### src/rtl/tp_mem_stream_reader.sv
// tp_mem_stream_reader
//   Read-side burst controller for a 1r1w two-port memory. A command (start
//   address, length-1) is accepted, then one read is issued per cycle on the
//   memory read port. The memory's one-cycle registered read latency is absorbed,
//   and the words come back as a valid/ready stream through a 2-entry buffer.
//
// Handshakes: a transfer happens on a rising clk edge where valid & ready are
//   both high. A producer holds valid and its payload stable until that edge.
//   Ready may depend on valid, but valid never depends on ready.
//   This applies to both cmd_* and out_*.
//
// Optional feature macro: TP_MEM_RD_COLLISION_AVOID_EN
//   When defined, a read is withheld while the write-port snoop (wr_we, wr_addr)
//   targets the address about to be read. When undefined, the snoop is ignored.
//
// Ports
//   clk, rst       clock, synchronous active-high reset
//   cmd_valid/ready, cmd_addr, cmd_len   burst command (cmd_len = words - 1)
//   mem_re, mem_raddr, mem_rdata         memory read port (data one cycle after mem_re)
//   wr_we, wr_addr                       memory write-port snoop
//   out_valid/ready, out_data, out_last  output stream, out_last on final beat
//   busy                                 high from command accept until the last beat transfers
//   dbg_state                            current FSM state (0 IDLE, 1 READ, 2 DRAIN)
module tp_mem_stream_reader #(
  parameter int DATA_W = 64,
  parameter int ADDR_W = 8
) (
  input  logic              clk,
  input  logic              rst,
  input  logic              cmd_valid,
  output logic              cmd_ready,
  input  logic [ADDR_W-1:0] cmd_addr,
  input  logic [ADDR_W-1:0] cmd_len,
  output logic              mem_re,
  output logic [ADDR_W-1:0] mem_raddr,
  input  logic [DATA_W-1:0] mem_rdata,
  input  logic              wr_we,
  input  logic [ADDR_W-1:0] wr_addr,
  output logic              out_valid,
  input  logic              out_ready,
  output logic [DATA_W-1:0] out_data,
  output logic              out_last,
  output logic              busy,
  output logic [1:0]        dbg_state
);

  typedef enum logic [1:0] {
    IDLE  = 2'd0,
    READ  = 2'd1,
    DRAIN = 2'd2
  } state_t;

  localparam logic [ADDR_W:0] REM_ONE = (ADDR_W+1)'(1);

  state_t              state;
  logic [ADDR_W-1:0]   addr;
  logic [ADDR_W:0]     rem;            // reads still to issue; one extra bit for a full-memory burst
  logic                inflight;       // a read was issued last cycle, its data is on mem_rdata now
  logic                inflight_last;  // that read was the final word of the burst
  logic [1:0]          count;          // buffer occupancy
  logic [DATA_W-1:0]   d0, d1;         // d0 is the head entry and drives out_data
  logic                l0, l1;
  logic                pop;
  logic                wr_block;
  logic [2:0]          credit_used;

`ifdef TP_MEM_RD_COLLISION_AVOID_EN
  assign wr_block = wr_we && (wr_addr == addr);
`else
  logic unused_wr;
  assign unused_wr = ^{wr_we, wr_addr};
  assign wr_block  = 1'b0;
`endif

  assign pop         = out_valid && out_ready;
  // Slots that will be occupied after this edge if no new read is issued. The
  // pop in this cycle frees a slot, so one beat per cycle can be sustained.
  assign credit_used = 3'(count) + 3'(inflight) - 3'(pop);

  assign cmd_ready = (state == IDLE) && !rst;
  assign mem_re    = !rst && (state == READ) && (rem != '0) &&
                     (credit_used < 3'd2) && !wr_block;
  assign mem_raddr = addr;
  assign out_valid = (count != 2'd0);
  assign out_data  = d0;
  assign out_last  = l0;
  assign busy      = (state != IDLE);
  assign dbg_state = state;

  always_ff @(posedge clk) begin
    if (rst) begin
      state         <= IDLE;
      addr          <= '0;
      rem           <= '0;
      inflight      <= 1'b0;
      inflight_last <= 1'b0;
      count         <= 2'd0;
      d0            <= '0;
      d1            <= '0;
      l0            <= 1'b0;
      l1            <= 1'b0;
    end else begin
      inflight      <= mem_re;
      inflight_last <= mem_re && (rem == REM_ONE);
      if (mem_re) begin
        addr <= addr + ADDR_W'(1);   // wraps silently at the top of memory
        rem  <= rem - REM_ONE;
      end

      case (state)
        IDLE: begin
          if (cmd_valid) begin
            state <= READ;
            addr  <= cmd_addr;
            rem   <= {1'b0, cmd_len} + REM_ONE;
          end
        end
        READ: begin
          if (mem_re && (rem == REM_ONE)) state <= DRAIN;
        end
        DRAIN: begin
          if (pop && out_last) state <= IDLE;
        end
        default: state <= IDLE;
      endcase

      // Buffer update: push is the returning read data, pop is the stream transfer.
      case ({inflight, pop})
        2'b10: begin
          if (count == 2'd0) begin
            d0 <= mem_rdata;
            l0 <= inflight_last;
          end else begin
            d1 <= mem_rdata;
            l1 <= inflight_last;
          end
          count <= count + 2'd1;
        end
        2'b01: begin
          d0    <= d1;
          // Clear the head flag when the buffer empties so out_last never shows a stale 1.
          l0    <= (count == 2'd2) ? l1 : 1'b0;
          count <= count - 2'd1;
        end
        2'b11: begin
          if (count == 2'd1) begin
            d0 <= mem_rdata;
            l0 <= inflight_last;
          end else begin
            d0 <= d1;
            l0 <= l1;
            d1 <= mem_rdata;
            l1 <= inflight_last;
          end
        end
        default: ;
      endcase
    end
  end

endmodule

### config.mk
export PLATFORM = sky130hd
export DESIGN_NAME = tp_mem_stream_reader
export DESIGN_NICKNAME = d
export VERILOG_FILES = /design/src/rtl/tp_mem_stream_reader.sv
export SDC_FILE = /design/constraint.sdc
export NUM_CORES = 1
export LEC_CHECK = 0
export ABC_AREA = 0
export BUFFER_PORTS_ARGS = -buffer_cell sky130_fd_sc_hd__clkbuf_2
export CAP_MARGIN = 0
export CORE_ASPECT_RATIO = 1.4
export CORE_MARGIN = 2
export CORE_UTILIZATION = 35
export CTS_CLUSTER_SIZE = 30
export DETAILED_ROUTE_END_ITERATION = 16
export HOLD_SLACK_MARGIN = 0.06
export SYNTH_ARGS = -nofsm -noshare
export SYNTH_HDL_FRONTEND = slang
export SYNTH_SLANG_ARGS = --single-unit
### constraint.sdc
create_clock -name clk -period 8 [get_ports clk]
set_input_delay 1.6 -clock clk [delete_from_list [all_inputs] [get_ports clk]]
set_output_delay 1.6 -clock clk [all_outputs]
set_load 0.005 [all_outputs]
# Word-level counts from Yosys, hierarchy flattened
# Cells that the tools add are included.
# classes
magnitude_cmp	1
mux	24
reduce_logical	19
eq_ne	14
addsub	7
# ops
cell	count
$mux W64	4
$pmux W64 S3	1
$pmux W64 S2	1
$mux W9	3
$mux W8	3
$ne A2 B2 Y1 const B	5
$add A8 B1 Y9 const B	1
$eq A9 B1 Y1 const B	1
$reduce_bool A9 Y1	1
$sub A9 B1 Y9 const B	1
$add A8 B1 Y8 const B	1
$eq A2 B2 Y1 const B	4
$reduce_bool A2 Y1	4
$logic_and A1 B1 Y1	7
$eq A2 B1 Y1 const B	3
$mux W2	3
$pmux W2 S3	1
$reduce_and A3 Y1	2
$mux W1	5
$logic_not A2 Y1	2
$pmux W2 S2	1
$add A2 B1 Y3	1
$lt A3 B2 Y1 const B	1
$pmux W1 S3	1
8 further kinds	8
# word_totals
register_bits	153
word_cells	75
in_bits	93

# Depth between registers and ports, before layout
# logic_depth
word_depth	8
depth_mapped	13

# Least setup slack after synthesis
# No wires, ideal clock.
# synth_timing
path_kind	input to output
startpoint	input port out_ready
endpoint	output port mem_re
stages	9
arrival_time_ps	3177
required_time_ps	6400
setup_slack_ps	3223
cell_sequence	nand2b_1 > nor2_1 > o21ai_0 > fa_1 > xnor2_1 > nand4_2 > buf_6 > clkbuf_1 > nor2_1
# synth_via
elab_chain_len	4
# synth_rtl
item	line_no	text
from (decl)	40	input logic out_ready,
$logic_and A1 B1 Y1	75	assign pop = out_valid && out_ready;
$sub A3 B1 Y3	78	assign credit_used = 3'(count) + 3'(inflight) - 3'(pop);
$lt A3 B2 Y1	82	(credit_used < 3'd2) && !wr_block;
$logic_and A1 B1 Y1	81	assign mem_re = !rst && (state == READ) && (rem != '0) &&
to (decl)	34	output logic mem_re,
# No other way between the ends.

# Final worst setup path
# Same ends and word-level chain as after synthesis.

==> results.md <==
* Die X at roughly 120 um
* Worst-Skew Late Latency at a little over 0.4 ns
* Area leader, netlist: dfxtp_1
* Met2 Use GR at 0.316
* Total Neg Setup Slack at 0 ns
* Hold-fix buffers, CTS at 0
* Post-CTS Setup Bufs at 0
* Largest net degree at the start of global routing at 90
* Wirelength per Cell at roughly 16 um
* Combinational family with the most area after synthesis: simple AND/OR/NAND/NOR gates
* Post-Synth XOR/XNOR Area at 0.00673
* Cell Rows at 59
* Met3 usage at 0.0385
* Mux cell area share after synthesis at 0.100
* Root buf cell: clkbuf_16
* Synth cell count leaders: dfxtp_1, nor2_1, nor3_1, a221oi_1, mux2i_1
* CP max FO at 23
* Die Y at approximately 170 um
* IO Pins at approximately 170
* Busiest grt layer: met2
* Vias in the first global route at 5295
* Pint at ~1800 uW
* Critical path class: input port to output pin
* Total gr overflow at 0
* ANT nets after route at 0
* Clock power share at 0.268
* GR Util met1 at 0.197
* Final net count at 935
* Simple-gate area share of the yosys netlist at 0.212
* First-pass GRT wire length at roughly 27000 um
* Clk_skew at 0.00785 ns
* Status: finished, final reports clean
* Power per Cell Area at about 360 nW/um^2
* Final Cycle Share at 0.665
* H-tree Lvls at 4
* CTS Buf Count at 17
* Hpwl dp at 10800 um
* Max-cap violations at 0
* Post-synthesis adder-cell area fraction at 0.0204
* Initial antenna violation count at 0
* Core Region at 18400 um^2
* Headroom to the max-slew limit at 0.330
* Startpoint types: input port
* Deepest clock path buffer count at 2
* Initial Utilization at 0.354
* Switch Pwr at 1080 uW
* Register share of total power at 0.368
* Combinational power share at 0.364
* Fillers at roughly 1900
* Predominant post-synthesis flop cell: dfxtp_1
* Distinct cell type count after synthesis at 53
* Yosys top cell area share at 0.471
* Flops & latches, synth at 153
* Min Tclk post-route at around 5.3 ns
* Worst Path Arrival at approximately 3.7 ns
* Achievable Freq at about 190 MHz
* Count leader, synth: dfxtp_1
* Leak at approximately 0.0032 uW
* CTS tree: built
* Final WL at around 17000 um
* Die Footprint at between 15000 and 20000 um^2
* Cell count after synthesis at 706
* Worst EP required at ~6.4 ns
* Worst hold slack at just under 0.5 ns
* Detailed Routing Iterations Pass 1 at 4
* Hold Fails Final Rpt at 0
* Tightest Pin Transition at 1.00 ns
* Post_cts resized at 0
* Via/cell ratio at around 5.2
* Antenna cell count at 0
* Net Sw Frac at 0.375
* Synthesized area at 6510 um^2
* Share of cells above drive strength 1 at 0.252
* Warnings, synthesis at 0
* Post-synth EDFFs at 0
* Post-synthesis sequential area ratio at 0.471
* Clock Sinks at roughly 150
* Syn Nets at slightly above 800
* Area growth from synthesis to layout at 23.0%
* Placer's final routability congestion estimate at 0.742
* Synth Area per Inst at between 9 and 10 um^2
* Total vias in the final route at approximately 5700
* Compound-gate portion of the synthesized area at 0.141
* Worst-path clk slew at ~0.060 ns
* Drt drc at 0
* RSZ-0062 raised after global routing: false
* Min-delay worst type: flip-flop to flip-flop
* Fraction of registers with async set/reset at 0
* Final setup vio count at 0
* Crit end category: output pin
* Final Slew Violations at 0
* IO Port Bufs at about 160
* Max rail drop VDD at about 0.14 mV
* Area contributors post-synth: dfxtp_1, mux2i_1, a221oi_1
* Global-route usage over all layers at 0.174
* DRT iter0 DRCs at 407
## cell families (layout without fill, tap and decap cells)
family / Yosys count / after routing
multiplexers: 65 / 65
AO/OA/AOI/OAI: 112 / 112
flip-flops: 153 / 153
AND/OR/NAND/NOR: 290 / 290
buffers and inverters: 71 / 210
XOR/XNOR: 5 / 5
adder cells (fa/ha/maj): 10 / 10
## critical path: stages
cell and delay [ns]:
clkbuf_2 0.12, nand2b_1 0.19, inv_1 0.14, nor2_1 0.10, o21ai_0 0.09, fa_1 0.40, xnor2_1 0.21, nand4_2 0.49
nor2_1 0.23, clkbuf_2 0.13
## power groups by stage
| stage | Combinational (uW) | Clock, uW | Sequential (uW) |
|---|---|---|---|
| 3_3_place_gp | 1050 | 0 | 1070 |
| 5_1_grt | 1190 | 824 | 1080 |
| 6_report | 1050 | 769 | 1060 |
| 4_1_cts | 1070 | 791 | 1060 |
| 2_1_floorplan | 683 | 0 | 1080 |
| 3_5_place_dp | 1060 | 0 | 1080 |
## cells in the final DEF (no fill, tap or decap), drive strengths merged, types with 4 or more instances in the layout
cell,count
or4,5
dfxtp,153
nor4,7
nand3,6
nand3b,7
mux2i,65
nand4,6
nand2,6
nor2,151
a311oi,10
clkbuf,181
nor3,71
o21ai,5
a221oi,65
a21oi,8
and3,8
o31ai,4
ha,9
buf,8
inv,12
clkinv,5
## final timing paths
| check | from | endpoint | slack, ns | cells past startpoint |
|---|---|---|---|---|
| max | out_ready | mem_re | 2.68 | 10 |
| min | out_data[9] | out_data[9] | 0.49 | 2 |
| max reg2reg | count[1] | rem[3] | 4.42 | 10 |
| min reg2reg | out_data[9] | out_data[9] | 0.49 | 2 |
## per-stage QoR
step | setup WS, ns | cells | total power, uW | cell area [um^2] | utilization
floorplan | 3.22 | 706 | 1760 | 6510 | -
global placement | 2.67 | 1057 | 2130 | 7440 | 0.405
detailed placement | 2.64 | 1057 | 2140 | 7440 | 0.405
CTS | 2.63 | 1089 | 2920 | 8010 | 0.436
global route | 2.39 | 1089 | 3090 | 8010 | 0.436
finish | 2.68 | 1089 | 2870 | 8010 | 0.436
## flip-flops by register name, summed over array words and instances (netlist names)
signal / flops
d1: 64
out_data: 64
rem: 9
mem_raddr: 8
count: 2
dbg_state: 2
inflight: 1
inflight_last: 1
l1: 1
out_last: 1
## routing by layer
metal  wire (um)  part of all wire  vias to the layer above
met3         656             0.039                       20
li1            -                 -                     2840
met2        8590              0.51                      118
met5           0                 0                        -
met1        7330              0.43                     2679
met4         338             0.020                        0
## area by class of cell
| class | count | area, um^2 | area share |
|---|---|---|---|
| Clock buffer | 20 | 447 | 0.0558 |
| Clock inverter | 12 | 118 | 0.0147 |
| Inverter | 9 | 33.8 | 0.00422 |
| Multi-Input combinational cell | 482 | 3180 | 0.397 |
| Sequential cell | 153 | 3060 | 0.383 |
| Tap cell | 244 | 305 | 0.0381 |
| Timing Repair Buffer | 169 | 866 | 0.108 |
No activity file was read; power rests on OpenSTA's default activity.
